**src/rtl/switch_fifo_pkg.sv**
```systemverilog
// Shared constants and helpers for the per-port switch FIFO.
// Defaults match the standard port-buffer configuration.
package switch_fifo_pkg;

   localparam int DEF_DATA_W    = 8;
   localparam int DEF_DEPTH     = 64;
   localparam int DEF_AF_THRESH = DEF_DEPTH - 4;
   localparam int DEF_AE_THRESH = 4;

   // Error codes reserved for a future status-register export.
   localparam logic [1:0] ERR_NONE = 2'b00;
   localparam logic [1:0] ERR_OVF  = 2'b01;
   localparam logic [1:0] ERR_UDF  = 2'b10;

   // Pointer/count width: address bits plus one wrap bit.
   function automatic int ptr_w(input int depth);
      return $clog2(depth) + 1;
   endfunction

endpackage

```
**src/rtl/switch_fifo_if.sv**
```systemverilog
// Port-side bundle of the switch FIFO.
// The master side is the parser/arbiter pair; the slave side is the FIFO.
interface switch_fifo_if
   import switch_fifo_pkg::*;
#(
   parameter int DATA_W = DEF_DATA_W,
   parameter int DEPTH  = DEF_DEPTH
);
   localparam int CW = ptr_w(DEPTH);

   // Handshake: a write is taken on any edge where wr_en=1, full=0 and
   // flush=0; a read is taken where rd_en=1, empty=0 and flush=0. The read
   // word appears on data_out one cycle later, marked by a single-cycle
   // rd_valid. Requests made while full/empty are dropped and latch the
   // sticky overflow/underflow flag.
   logic              flush;
   logic              wr_en;
   logic [DATA_W-1:0] data_in;
   logic              rd_en;
   logic              clr_err;
   logic [DATA_W-1:0] data_out;
   logic              rd_valid;
   logic              full;
   logic              empty;
   logic              almost_full;
   logic              almost_empty;
   logic [CW-1:0]     count;
   logic              overflow;
   logic              underflow;

   modport master (
      output flush, wr_en, data_in, rd_en, clr_err,
      input  data_out, rd_valid, full, empty, almost_full, almost_empty,
             count, overflow, underflow
   );

   modport slave (
      input  flush, wr_en, data_in, rd_en, clr_err,
      output data_out, rd_valid, full, empty, almost_full, almost_empty,
             count, overflow, underflow
   );

endinterface

```
**src/rtl/switch_fifo_ram.sv**
```systemverilog
// Simple dual-port storage array with synchronous write and registered read.
// Only the read register is reset; the array itself is left uninitialised.
module switch_fifo_ram #(
   parameter int DATA_W = 8,
   parameter int DEPTH  = 64,
   parameter int AW     = $clog2(DEPTH)
) (
   input  logic              clk,
   input  logic              rst,
   input  logic              we,
   input  logic [AW-1:0]     waddr,
   input  logic [DATA_W-1:0] wdata,
   input  logic              re,
   input  logic [AW-1:0]     raddr,
   output logic [DATA_W-1:0] rdata
);

   logic [DATA_W-1:0] mem [DEPTH];

   always_ff @(posedge clk) begin
      if (we) begin
         mem[waddr] <= wdata;
      end
   end

   // The read register keeps its value when no read is taken.
   always_ff @(posedge clk) begin
      if (rst) begin
         rdata <= '0;
      end else if (re) begin
         rdata <= mem[raddr];
      end
   end

endmodule

```
**src/rtl/switch_fifo_ctrl.sv**
```systemverilog
// Per-port switch FIFO: pointers, occupancy, flags and sticky error logic
// around a registered-read storage array.
module switch_fifo_ctrl
   import switch_fifo_pkg::*;
#(
   parameter int DATA_W    = DEF_DATA_W,
   parameter int DEPTH     = DEF_DEPTH,
   parameter int AF_THRESH = DEPTH - 4,
   parameter int AE_THRESH = DEF_AE_THRESH
) (
   input  logic          clk,
   input  logic          rst,
   switch_fifo_if.slave  bus
);

   localparam int            PW      = ptr_w(DEPTH);
   localparam int            AW      = PW - 1;
   localparam logic [PW-1:0] ONE     = PW'(1);
   localparam logic [PW-1:0] DEPTH_C = PW'(DEPTH);
   localparam logic [PW-1:0] AF_C    = PW'(AF_THRESH);
   localparam logic [PW-1:0] AE_C    = PW'(AE_THRESH);

   logic [PW-1:0]     wr_ptr;
   logic [PW-1:0]     rd_ptr;
   logic [PW-1:0]     count_r;
   logic [PW-1:0]     count_next;
   logic              full_w;
   logic              empty_w;
   logic              wr_acc;
   logic              rd_acc;
   logic              ovf_set;
   logic              udf_set;
   logic              ovf_r;
   logic              udf_r;
   logic              rd_valid_r;
   logic [DATA_W-1:0] rdata;

   // Flags come from the registered count only, so no input reaches an output.
   assign full_w  = (count_r == DEPTH_C);
   assign empty_w = (count_r == '0);

   assign wr_acc  = bus.wr_en & ~full_w  & ~bus.flush;
   assign rd_acc  = bus.rd_en & ~empty_w & ~bus.flush;
   assign ovf_set = bus.wr_en &  full_w  & ~bus.flush;
   assign udf_set = bus.rd_en &  empty_w & ~bus.flush;

   always_comb begin
      count_next = count_r;
      case ({wr_acc, rd_acc})
         2'b10:   count_next = count_r + ONE;
         2'b01:   count_next = count_r - ONE;
         default: count_next = count_r;
      endcase
   end

   always_ff @(posedge clk) begin
      if (rst) begin
         wr_ptr     <= '0;
         rd_ptr     <= '0;
         count_r    <= '0;
         rd_valid_r <= 1'b0;
         ovf_r      <= 1'b0;
         udf_r      <= 1'b0;
      end else begin
         if (bus.flush) begin
            wr_ptr  <= '0;
            rd_ptr  <= '0;
            count_r <= '0;
         end else begin
            if (wr_acc) wr_ptr <= wr_ptr + ONE;
            if (rd_acc) rd_ptr <= rd_ptr + ONE;
            count_r <= count_next;
         end
         rd_valid_r <= rd_acc;
         // A fresh error event wins over a simultaneous clear.
         ovf_r <= ovf_set | (ovf_r & ~bus.clr_err);
         udf_r <= udf_set | (udf_r & ~bus.clr_err);
      end
   end

   switch_fifo_ram #(
      .DATA_W (DATA_W),
      .DEPTH  (DEPTH),
      .AW     (AW)
   ) u_ram (
      .clk   (clk),
      .rst   (rst),
      .we    (wr_acc),
      .waddr (wr_ptr[AW-1:0]),
      .wdata (bus.data_in),
      .re    (rd_acc),
      .raddr (rd_ptr[AW-1:0]),
      .rdata (rdata)
   );

   assign bus.data_out     = rdata;
   assign bus.rd_valid     = rd_valid_r;
   assign bus.full         = full_w;
   assign bus.empty        = empty_w;
   assign bus.almost_full  = (count_r >= AF_C);
   assign bus.almost_empty = (count_r <= AE_C);
   assign bus.count        = count_r;
   assign bus.overflow     = ovf_r;
   assign bus.underflow    = udf_r;

endmodule

```
**src/flat_wrapper.sv**
```systemverilog
// flat-port wrapper written by rule: the top's interface ports become plain ports
module switch_fifo_ctrl_flat import switch_fifo_pkg::*;
#(
   parameter int DATA_W    = DEF_DATA_W,
   parameter int DEPTH     = DEF_DEPTH,
   parameter int AF_THRESH = DEPTH - 4,
   parameter int AE_THRESH = DEF_AE_THRESH
)
  (clk, rst, bus_flush, bus_wr_en, bus_data_in, bus_rd_en, bus_clr_err, bus_data_out, bus_rd_valid, bus_full, bus_empty, bus_almost_full, bus_almost_empty, bus_count, bus_overflow, bus_underflow);
  switch_fifo_if #(.DATA_W(DATA_W), .DEPTH(DEPTH)) bus_i ();
  input  logic clk;
  input  logic rst;
  input wire logic [$bits(bus_i.flush)-1:0] bus_flush;
  input wire logic [$bits(bus_i.wr_en)-1:0] bus_wr_en;
  input wire logic [$bits(bus_i.data_in)-1:0] bus_data_in;
  input wire logic [$bits(bus_i.rd_en)-1:0] bus_rd_en;
  input wire logic [$bits(bus_i.clr_err)-1:0] bus_clr_err;
  output wire logic [$bits(bus_i.data_out)-1:0] bus_data_out;
  output wire logic [$bits(bus_i.rd_valid)-1:0] bus_rd_valid;
  output wire logic [$bits(bus_i.full)-1:0] bus_full;
  output wire logic [$bits(bus_i.empty)-1:0] bus_empty;
  output wire logic [$bits(bus_i.almost_full)-1:0] bus_almost_full;
  output wire logic [$bits(bus_i.almost_empty)-1:0] bus_almost_empty;
  output wire logic [$bits(bus_i.count)-1:0] bus_count;
  output wire logic [$bits(bus_i.overflow)-1:0] bus_overflow;
  output wire logic [$bits(bus_i.underflow)-1:0] bus_underflow;
  assign bus_i.flush = bus_flush;
  assign bus_i.wr_en = bus_wr_en;
  assign bus_i.data_in = bus_data_in;
  assign bus_i.rd_en = bus_rd_en;
  assign bus_i.clr_err = bus_clr_err;
  assign bus_data_out = bus_i.data_out;
  assign bus_rd_valid = bus_i.rd_valid;
  assign bus_full = bus_i.full;
  assign bus_empty = bus_i.empty;
  assign bus_almost_full = bus_i.almost_full;
  assign bus_almost_empty = bus_i.almost_empty;
  assign bus_count = bus_i.count;
  assign bus_overflow = bus_i.overflow;
  assign bus_underflow = bus_i.underflow;
  switch_fifo_ctrl #(.DATA_W(DATA_W), .DEPTH(DEPTH), .AF_THRESH(AF_THRESH), .AE_THRESH(AE_THRESH)) u_core (.clk(clk), .rst(rst), .bus(bus_i));
endmodule
```
**config.mk**
```make
export PLATFORM = sky130hd
export DESIGN_NAME = switch_fifo_ctrl_flat
export DESIGN_NICKNAME = d
export VERILOG_FILES = /design/src/rtl/switch_fifo_pkg.sv /design/src/rtl/switch_fifo_if.sv /design/src/rtl/switch_fifo_ram.sv /design/src/rtl/switch_fifo_ctrl.sv /design/src/flat_wrapper.sv
export SDC_FILE = /design/constraint.sdc
export NUM_CORES = 1
export LEC_CHECK = 0
export BUFFER_PORTS_ARGS = -buffer_cell sky130_fd_sc_hd__buf_2
export CAP_MARGIN = 5
export CORE_ASPECT_RATIO = 0.5
export CORE_MARGIN = 2
export CORE_UTILIZATION = 45
export DETAILED_ROUTE_END_ITERATION = 7
export GPL_TIMING_DRIVEN = 0
export HOLD_SLACK_MARGIN = 0.03
export SLEW_MARGIN = 15
export SYNTH_ARGS = -nofsm -noshare
export SYNTH_HDL_FRONTEND = slang
export SYNTH_SLANG_ARGS = --single-unit
export TNS_END_PERCENT = 5
```
**constraint.sdc**
```tcl
create_clock -name clk -period 2.75 [get_ports clk]
set_clock_uncertainty 0.1 [all_clocks]
set_input_delay 0.4125 -clock clk [delete_from_list [all_inputs] [get_ports clk]]
set_output_delay 0.4125 -clock clk [all_outputs]
set_load 0.02 [all_outputs]
```
==> results of run 1 <==
-- worst register-to-register path: stages, from the launching register on --
cell	delay [ns]
dfxtp_4	0.37
nor4_4	0.05
buf_6	0.13
a311oi_4	0.32
buf_4	0.18
and2_1	0.22
nand2_1	0.51
nor2_2	0.66
-- placed cells by master, fill, tap and decap left out, types with 6 or more instances in the layout --
| cell | netlist | routed |
|---|---|---|
| clkbuf_16 | 0 | 49 |
| nand3_1 | 15 | 14 |
| buf_2 | 16 | 42 |
| a22oi_1 | 16 | 13 |
| a21oi_1 | 30 | 25 |
| a221o_1 | 7 | 7 |
| nor2b_1 | 10 | 9 |
| clkinv_2 | 0 | 13 |
| nand2_1 | 23 | 20 |
| nor2_2 | 0 | 33 |
| mux4_2 | 104 | 104 |
| clkbuf_1 | 21 | 25 |
| dfxtp_1 | 30 | 23 |
| nor2_4 | 0 | 32 |
| inv_1 | 9 | 7 |
| buf_6 | 7 | 13 |
| buf_1 | 11 | 7 |
| o22ai_1 | 11 | 11 |
| mux2i_1 | 65 | 63 |
| clkinv_1 | 0 | 8 |
| bufinv_16 | 0 | 6 |
| o221ai_1 | 14 | 14 |
| buf_4 | 4 | 20 |
| o21ai_0 | 11 | 10 |
| o21ai_1 | 7 | 7 |
| edfxtp_1 | 512 | 512 |
| and3_1 | 8 | 8 |
| a211oi_1 | 10 | 10 |
| ha_1 | 8 | 6 |
| xor2_1 | 7 | 7 |
| nor2_1 | 95 | 30 |
-- through the flow --
stage | setup WS, ns | cell area [sq um] | std cells | total power, mW
floorplan | 0.0401 | 21300 | 1102 | 9.30
global placement | -0.587 | 22200 | 1775 | 9.48
CTS | -0.196 | 24300 | 1874 | 16.2
finish | -0.152 | 24400 | 1876 | 16.1
detailed placement | -0.728 | 22200 | 1775 | 9.50
global route | -0.214 | 24400 | 1876 | 16.5
-- area by class of cell --
class | instances | area [sq um]
Fill cell | 3660 | 22300
Multi-Input combinational cell | 492 | 5360
Timing Repair Buffer | 47 | 289
Buffer | 59 | 357
Tap cell | 638 | 798
Clock inverter | 31 | 309
Sequential cell | 542 | 16000
Inverter | 9 | 33.8
Clock buffer | 58 | 1270
-- sequential cells by signal, summed over array words and instances, names as in the netlist --
register	count
u_core.bus.overflow	1
u_core.bus.count	7
u_core.rd_ptr	6
u_core.u_ram.mem	512
u_core.bus.underflow	1
u_core.wr_ptr	6
u_core.u_ram.rdata	8
u_core.bus.rd_valid	1
-- power by group --
part | switching [mW] | internal (mW) | leakage (nW)
clock network | 2.94 | 3.86 | 0.782
registers | 0.00668 | 9.02 | 4.85
logic | 0.229 | 0.0734 | 1.76
total | 3.18 | 13.0 | 7.39
-- metal layers --
layer,vias up,GRT usage
met5,-,0
met3,62,0.0495
met4,0,0.0439
met1,5766,0.308
li1,4687,-
met2,425,0.316
-- cell families after synthesis --
| family | count (synthesis) | synth area share |
|---|---|---|
| fa+ha+maj | 9 | 0.00566 |
| buf+inv | 68 | 0.0162 |
| simple gates | 178 | 0.0389 |
| xor+xnor | 11 | 0.00454 |
| mux | 171 | 0.142 |
| compound gates | 123 | 0.0400 |
| flops | 542 | 0.753 |
-- timing repair --
| item | CTS | global route |
|---|---|---|
| setup buffers | 9 | 2 |
| hold endpoints to repair | 2 | 0 |
| pin swaps | 4 | 2 |
| hold buffers | 1 | 0 |
| endpoints found under the setup margin | 523 | 431 |
| resized for setup | 109 | 41 |
-- worst max path at each step --
stage	startpoint	cells past startpoint	endpoint	slack [ns]
after floorplan	u_core.bus.count[3]	11	u_core.bus.count[6]	0.04
after global placement	bus_flush	6	u_core.u_ram.mem[51][4]	-0.59
after detailed placement	bus_flush	6	u_core.u_ram.mem[51][4]	-0.73
after CTS	u_core.bus.count[1]	7	u_core.u_ram.mem[20][3]	-0.20
after global routing	u_core.bus.count[3]	7	u_core.u_ram.mem[36][5]	-0.21
final	u_core.bus.count[3]	7	u_core.u_ram.mem[38][7]	-0.15
==> impl_metrics.toml, run 1 <==
[outcome]
outcome = "complete, but fails checks"
violations = "setup timing"

[setup_path]
r2r-start = "u_core.bus.count[3]"
path_cells = "nor4_4, buf_6, a311oi_4, buf_4, and2_1, nand2_1, nor2_2"
r2r_cells = 7
cp.arrival_ns = 3.00
r2r-end = "u_core.u_ram.mem[38][7]"
startpoint_type = "flip-flop"
endpoint_kind = "flip-flop"
cpMaxStageDelayCell = "nor2_2"
cpPeakStageDelay_ns = 0.66
rrSetupSlack_ns = -0.15
crit_buf_inv = 2
cp.required_ns = 2.85
worstSetupPathType = "reg -> reg"
critPathMaxFanout = 8
cp_top_family = "simple AND/OR/NAND/NOR gates"

[die]
die_y_um = 158
start_util = 0.454
dieArea_sq_um = 49000
coreArea_sq_um = 46700
die_w_um = 311
num_rows = 56
pin_count = 36

[sta]
tightestPinTransition_ns = 1.17
fin_ws_ns = -0.152
grt_setup_unrepaired = "true"
relSlewSlack = 0.221
period_minus_slack_ns = 2.90
hold_viol_final = 0
timing.final.crit_share = 1.06
slew_viol_final = 0
whs_ns = 0.0546
setup_viol = 181
max_freq_mhz = 345
fin_setup_tns_ns = -10.76

[layout]
final_nets = 1222
areaGrowthSynthToFinish_pct = 15.0
diodes = 0
fin_util = 0.522
layout-drive-gt1-share = 0.294

[clocking]
htreeDepth = 2
cts.clk_slew.worst_paths_ns = 0.07
clock_sinks = 542
cts_buffers = 48
ctsRootBufferMaster = "clkbuf_16"
clkLatencyLatePin_ns = 0.56
cts_tree = "done"
clk_path_buf_depth = 3

[yosys]
yosys_register_bits = 542
syn_nets = 1125
synth_largest_area_cell = "edfxtp_1"
synthTopCellsByCount = "512 x edfxtp_1, 104 x mux4_2, 95 x nor2_1, 65 x mux2i_1"
netlist_instances = 1102
yosysUniqueCellTypes = 51
yosys_warnings = 0
yosysMostFrequentCell = "edfxtp_1"
synth_area_sq_um = 21200
synth_top_area_frac = 0.724
ys_seq_area_frac = 0.753
yosys-top-cells-area = "edfxtp_1 72%, mux4_2 11%, mux2i_1 3.1%"
synth-main-ff-cell = "edfxtp_1"
async_flop_share = 0
synth_edf_count = 512
syn_avg_cell_area_sq_um = 19.3

[route]
num_vias = 10900
wl_met1_um = 22700
drc = 0
wl_met2_um = 22800
wl_um = 51000
avgViaCountPerCell = 5.83
top_layer_used = "met4"
final_antenna_net_count = 0
met3_wirelength_um = 4580
drt_iter0_markers = 1316
drt_pass1_iterations = 7
routedWlPerCell_um = 27.2

[place]
dp_hpwl_um = 32900
place.gp.congestion = 0.927
port_buffers = 35

[hold_path]
worstHoldPathCells = 3
hold_start = "bus_wr_en"
min_path_type = "in -> reg"
min_to = "u_core.bus.overflow"

[global_route]
antenna_found_initial = 0
overflow = 0
grt_pass1_vias = 11100
grt.total_usage = 0.208
grt_pass1_wl_um = 73400
grt_max_degree = 65

[pwr]
p_per_area_nw_per_um2 = 661
peakVddDrop_mv = 0.402
p_leak_nw = 7.39

[run]
max-cap-violations = 0
Note: power is estimated with default switching activity, not from simulation.
==> run 2: changes to the inputs <==
Settings changed: GPL_TIMING_DRIVEN 0 to not set.
==> impl_metrics.toml, run 2 (synthesis gave the netlist of run 1 again) <==
[outcome]
outcome = "complete, but fails checks"
violations = "setup timing"

[sta]
max_freq_mhz = 355
slew_viol_final = 0
whs_ns = 0.0513
tightestPinTransition_ns = 0.995
period_minus_slack_ns = 2.81
grt_setup_unrepaired = "true"
fin_ws_ns = -0.0638
setup_viol = 1
hold_viol_final = 0
relSlewSlack = 0.337
fin_setup_tns_ns = -0.0638
timing.final.crit_share = 1.02

[route]
drt_iter0_markers = 1124
wl_um = 48700
avgViaCountPerCell = 5.65
routedWlPerCell_um = 25.2
num_vias = 10900
drt_pass1_iterations = 5
drc = 0
final_antenna_net_count = 0

[clocking]
ctsRootBufferMaster = "clkbuf_16"
cts_buffers = 48
cts.clk_slew.worst_paths_ns = 0.06
cts_tree = "done"
clk_path_buf_depth = 3
htreeDepth = 2
clock_sinks = 542
clkLatencyLatePin_ns = 0.57

[place]
port_buffers = 35
place_ws_ns = -0.116
place.gp.congestion = 0.846
dp_hpwl_um = 31100
place_area_sq_um = 23000

[layout]
mostFrequentLayoutCells = "512 x edfxtp_1, 117 x buf_4, 104 x mux4_2"
top_register = "u_core.u_ram.mem"
layout-drive-gt1-share = 0.278
largest_reg_flops = 512
multi_input_comb_area_sq_um = 4960
final_common_cell = "edfxtp_1"
fin_area_sq_um = 24600
final_nets = 1281
fillers = 3673
fin_util = 0.526
areaGrowthSynthToFinish_pct = 15.8
regArea_sq_um = 16000

[global_route]
overflow = 0
grt.total_usage = 0.200
antenna_found_initial = 1
grt_pass1_wl_um = 72000
grt_max_degree = 65
grt_pass1_vias = 11100

[die]
num_rows = 56
start_util = 0.454
die_y_um = 158
die_w_um = 311
dieArea_sq_um = 49000
coreArea_sq_um = 46700
pin_count = 36

[hold_path]
min_path_type = "in -> reg"
worstHoldPathCells = 3

[pwr]
p_per_area_nw_per_um2 = 643
p_leak_nw = 7.74
peakVddDrop_mv = 0.355

[setup_path]
r2r_cells = 11
critPathMaxFanout = 6
cp.required_ns = 3.14
cpMaxStageDelayCell = "or4_4"
startpoint_type = "flip-flop"
worstSetupPathType = "reg -> reg"
cpPeakStageDelay_ns = 0.44
endpoint_kind = "flip-flop"
path_cells = "nor4_4, buf_4, a21boi_4, ha_4, ha_4, nor2b_1, o21ai_1, a21boi_2, or4_4, a31o_4, a21oi_2"
cp.arrival_ns = 3.20
crit_path_frequent_cell = "ha_4"

[run]
max-cap-violations = 0
[run 2: cell count changes in the layout (fill, tap and decap cells not counted), sizes merged]
cell,change
clkbuf,-15
buf,+82
clkdlybuf4s15,-1
clkinv,-3
bufinv,-3
inv,-2
diode,+1
[run 2: per-stage QoR]
stage	cells	total power, mW
2_1_floorplan	1102	9.30
3_3_place_gp	1841	9.50
3_5_place_dp	1841	9.51
4_1_cts	1933	15.9
5_1_grt	1934	16.3
6_report	1935	15.8
[run 2: critical path: cells and delay by family (launching register included)]
kind | cells | cell delay (ns)
adder cells (fa/ha/maj) | 2 | 0.43
buffers and inverters | 1 | 0.19
AND/OR/NAND/NOR | 3 | 0.97
flip-flops | 1 | 0.34
AO/OA/AOI/OAI | 5 | 0.72
[run 2: path summary, 6_finish.rpt]
path / start / end / slack (ns)
min: bus_wr_en / u_core.bus.overflow / 0.05
max: u_core.bus.count[0] / u_core.bus.count[6] / -0.06
max reg2reg: u_core.bus.count[0] / u_core.bus.count[6] / -0.06
min reg2reg: u_core.bus.overflow / u_core.bus.overflow / 0.39
[run 2: timing repair]
item	in CTS	in global routing
endpoints found under the hold margin	2	0
cloned	0	0
setup endpoints to repair	1	5
resized for setup	1	5
hold buffers	1	0
buffers inserted	3	1
pin swaps	1	4
[run 2: area by class of cell]
class                   instances  area share
repair buffers                165      0.0530
diodes                          1    0.000102
multi-input cells             492       0.202
well taps                     638      0.0325
clock inverters                23     0.00738
clock buffers                  65      0.0531
flip-flops and latches        542       0.651
inverters                       9     0.00137
[run 2: where the power goes]
| part | internal, mW | switching (mW) | total (mW) |
|---|---|---|---|
| sequential | 9.02 | 0.00661 | 9.03 |
| clock | 3.61 | 2.86 | 6.46 |
| combinational | 0.0866 | 0.219 | 0.306 |
[run 2: per-layer routing]
layer | up-vias | global-route usage | share of wire
li1 | 4804 | - | -
met1 | 5699 | 0.295 | 0.45
met2 | 357 | 0.310 | 0.46
met3 | 65 | 0.0410 | 0.076
met4 | 0 | 0.0416 | 0.014
met5 | - | 0 | 0
==> run 3: changes to the inputs <==
Settings changed: CORE_ASPECT_RATIO 0.5 to 1.75.
==> impl_metrics.toml, run 3 (synthesis gave the netlist of run 1 again) <==
[clocking]
ctsRootBufferMaster = "clkbuf_16"
clkLatencyLatePin_ns = 0.56
htreeDepth = 2
clk_path_buf_depth = 3
clock_sinks = 542
cts_buffers = 46
cts.clk_slew.worst_paths_ns = 0.07
cts_tree = "done"

[die]
die_y_um = 291
num_rows = 105
dieArea_sq_um = 49000
coreArea_sq_um = 46800
pin_count = 36
start_util = 0.454
die_w_um = 168

[setup_path]
cp.required_ns = 3.13
critPathMaxFanout = 5
endpoint_kind = "flip-flop"
worstSetupPathType = "reg -> reg"
startpoint_type = "flip-flop"
cp.arrival_ns = 3.09

[place]
dp_hpwl_um = 32800
port_buffers = 35
place.gp.congestion = 0.810
place_inst = 1809

[layout]
fillers = 3677
final_common_cell = "edfxtp_1"
diodes = 0
areaGrowthSynthToFinish_pct = 15.7
final_nets = 1298
mostFrequentLayoutCells = "512 x edfxtp_1, 133 x buf_4, 104 x mux4_2"
top_register = "u_core.u_ram.mem"
final_cells = 1897
largest_reg_flops = 512
layout-drive-gt1-share = 0.285

[route]
avgViaCountPerCell = 5.72
num_vias = 10800
drt_iter0_markers = 870
wl_um = 49100
drc = 0
drt_pass1_iterations = 5
final_antenna_net_count = 0
routedWlPerCell_um = 25.9

[global_route]
grt_pass1_wl_um = 73100
grt_pass1_vias = 11500
grt.total_usage = 0.203
overflow = 0
antenna_found_initial = 0
grt_max_degree = 65

[sta]
tightestPinTransition_ns = 0.914
hold_viol_final = 0
setup_viol = 0
period_minus_slack_ns = 2.71
grt_setup_unrepaired = "true"
fin_setup_tns_ns = 0
timing.final.crit_share = 0.986
whs_ns = 0.112
relSlewSlack = 0.389
max_freq_mhz = 369
slew_viol_final = 0

[pwr]
p_leak_nw = 7.77
p_per_area_nw_per_um2 = 629
peakVddDrop_mv = 0.387
finalPower_mw = 15.5

[outcome]
outcome = "completed"

[hold_path]
min_path_type = "in -> reg"

[run]
max-cap-violations = 0
run 3: cell count changes in the layout (fill, tap and decap cells not counted), sizes merged:
cell	before	now
clkinvlp	1	2
dlygate4sd3	1	4
inv	9	10
buf	164	180
diode	1	0
bufinv	3	1
clkinv	19	13
run 3: critical path: stages (launching register included):
cell and delay [ns]:
dfxtp_4 0.36, nor4_4 0.04, buf_4 0.15, a311oi_4 0.28
inv_2 0.09, ha_4 0.19, buf_4 0.15, ha_1 0.30
a21boi_2 0.18, or4_4 0.43, a31o_4 0.24, a21oi_2 0.11
run 3: final timing paths:
| kind | startpoint | endpoint | slack, ns | depth (start not counted) |
|---|---|---|---|---|
| min | bus_clr_err | u_core.bus.underflow | 0.11 | 4 |
| max reg2reg | u_core.bus.count[1] | u_core.bus.count[6] | 0.04 | 11 |
| min reg2reg | u_core.u_ram.rdata[6] | u_core.u_ram.rdata[6] | 0.41 | 2 |
| max | u_core.bus.count[1] | u_core.bus.count[6] | 0.04 | 11 |
run 3: cell type report:
class	instances	area [sq um]	share of cell area
clock inverter	17	114	0.00463
timing repair buffer	184	1450	0.0592
inverter	9	33.8	0.00138
clock buffer	65	1260	0.0514
tap	588	736	0.0299
multi-input combinational	492	4970	0.202
sequential	542	16000	0.651
run 3: layer usage:
metal | up-vias | routed length (um) | global-route usage
met1 | 5662 | 18100 | 0.233
met4 | 0 | 1960 | 0.0803
met3 | 91 | 1760 | 0.0212
met5 | - | 0 | 0
li1 | 4827 | - | -
met2 | 269 | 27200 | 0.384
run 3: power breakdown:
part           total [mW]  leakage [nW]  switching, mW  internal, mW
Sequential           9.03          4.85        0.00654          9.02
Combinational       0.308          2.25          0.217        0.0906
Clock                6.12         0.666           2.82          3.30
Total                15.5          7.77           3.05          12.4
run 3: per-stage QoR:
| step | setup slack [ns] | util | instance area [sq um] |
|---|---|---|---|
| floorplan | 0.0401 | - | 21300 |
| global placement | -0.0372 | 0.494 | 23100 |
| detailed placement | -0.0585 | 0.494 | 23100 |
| CTS | 0.00870 | 0.524 | 24500 |
| global route | -0.0693 | 0.525 | 24600 |
| finish | 0.0390 | 0.525 | 24600 |
run 3: what timing repair did:
item / in CTS / in global routing
gates resized for setup: 0 / 8
endpoints found under the setup margin: 1 / 1
hold buffers: 4 / 0
hold endpoints to repair: 3 / 0
pin swaps: 1 / 2
setup buffers: 1 / 1
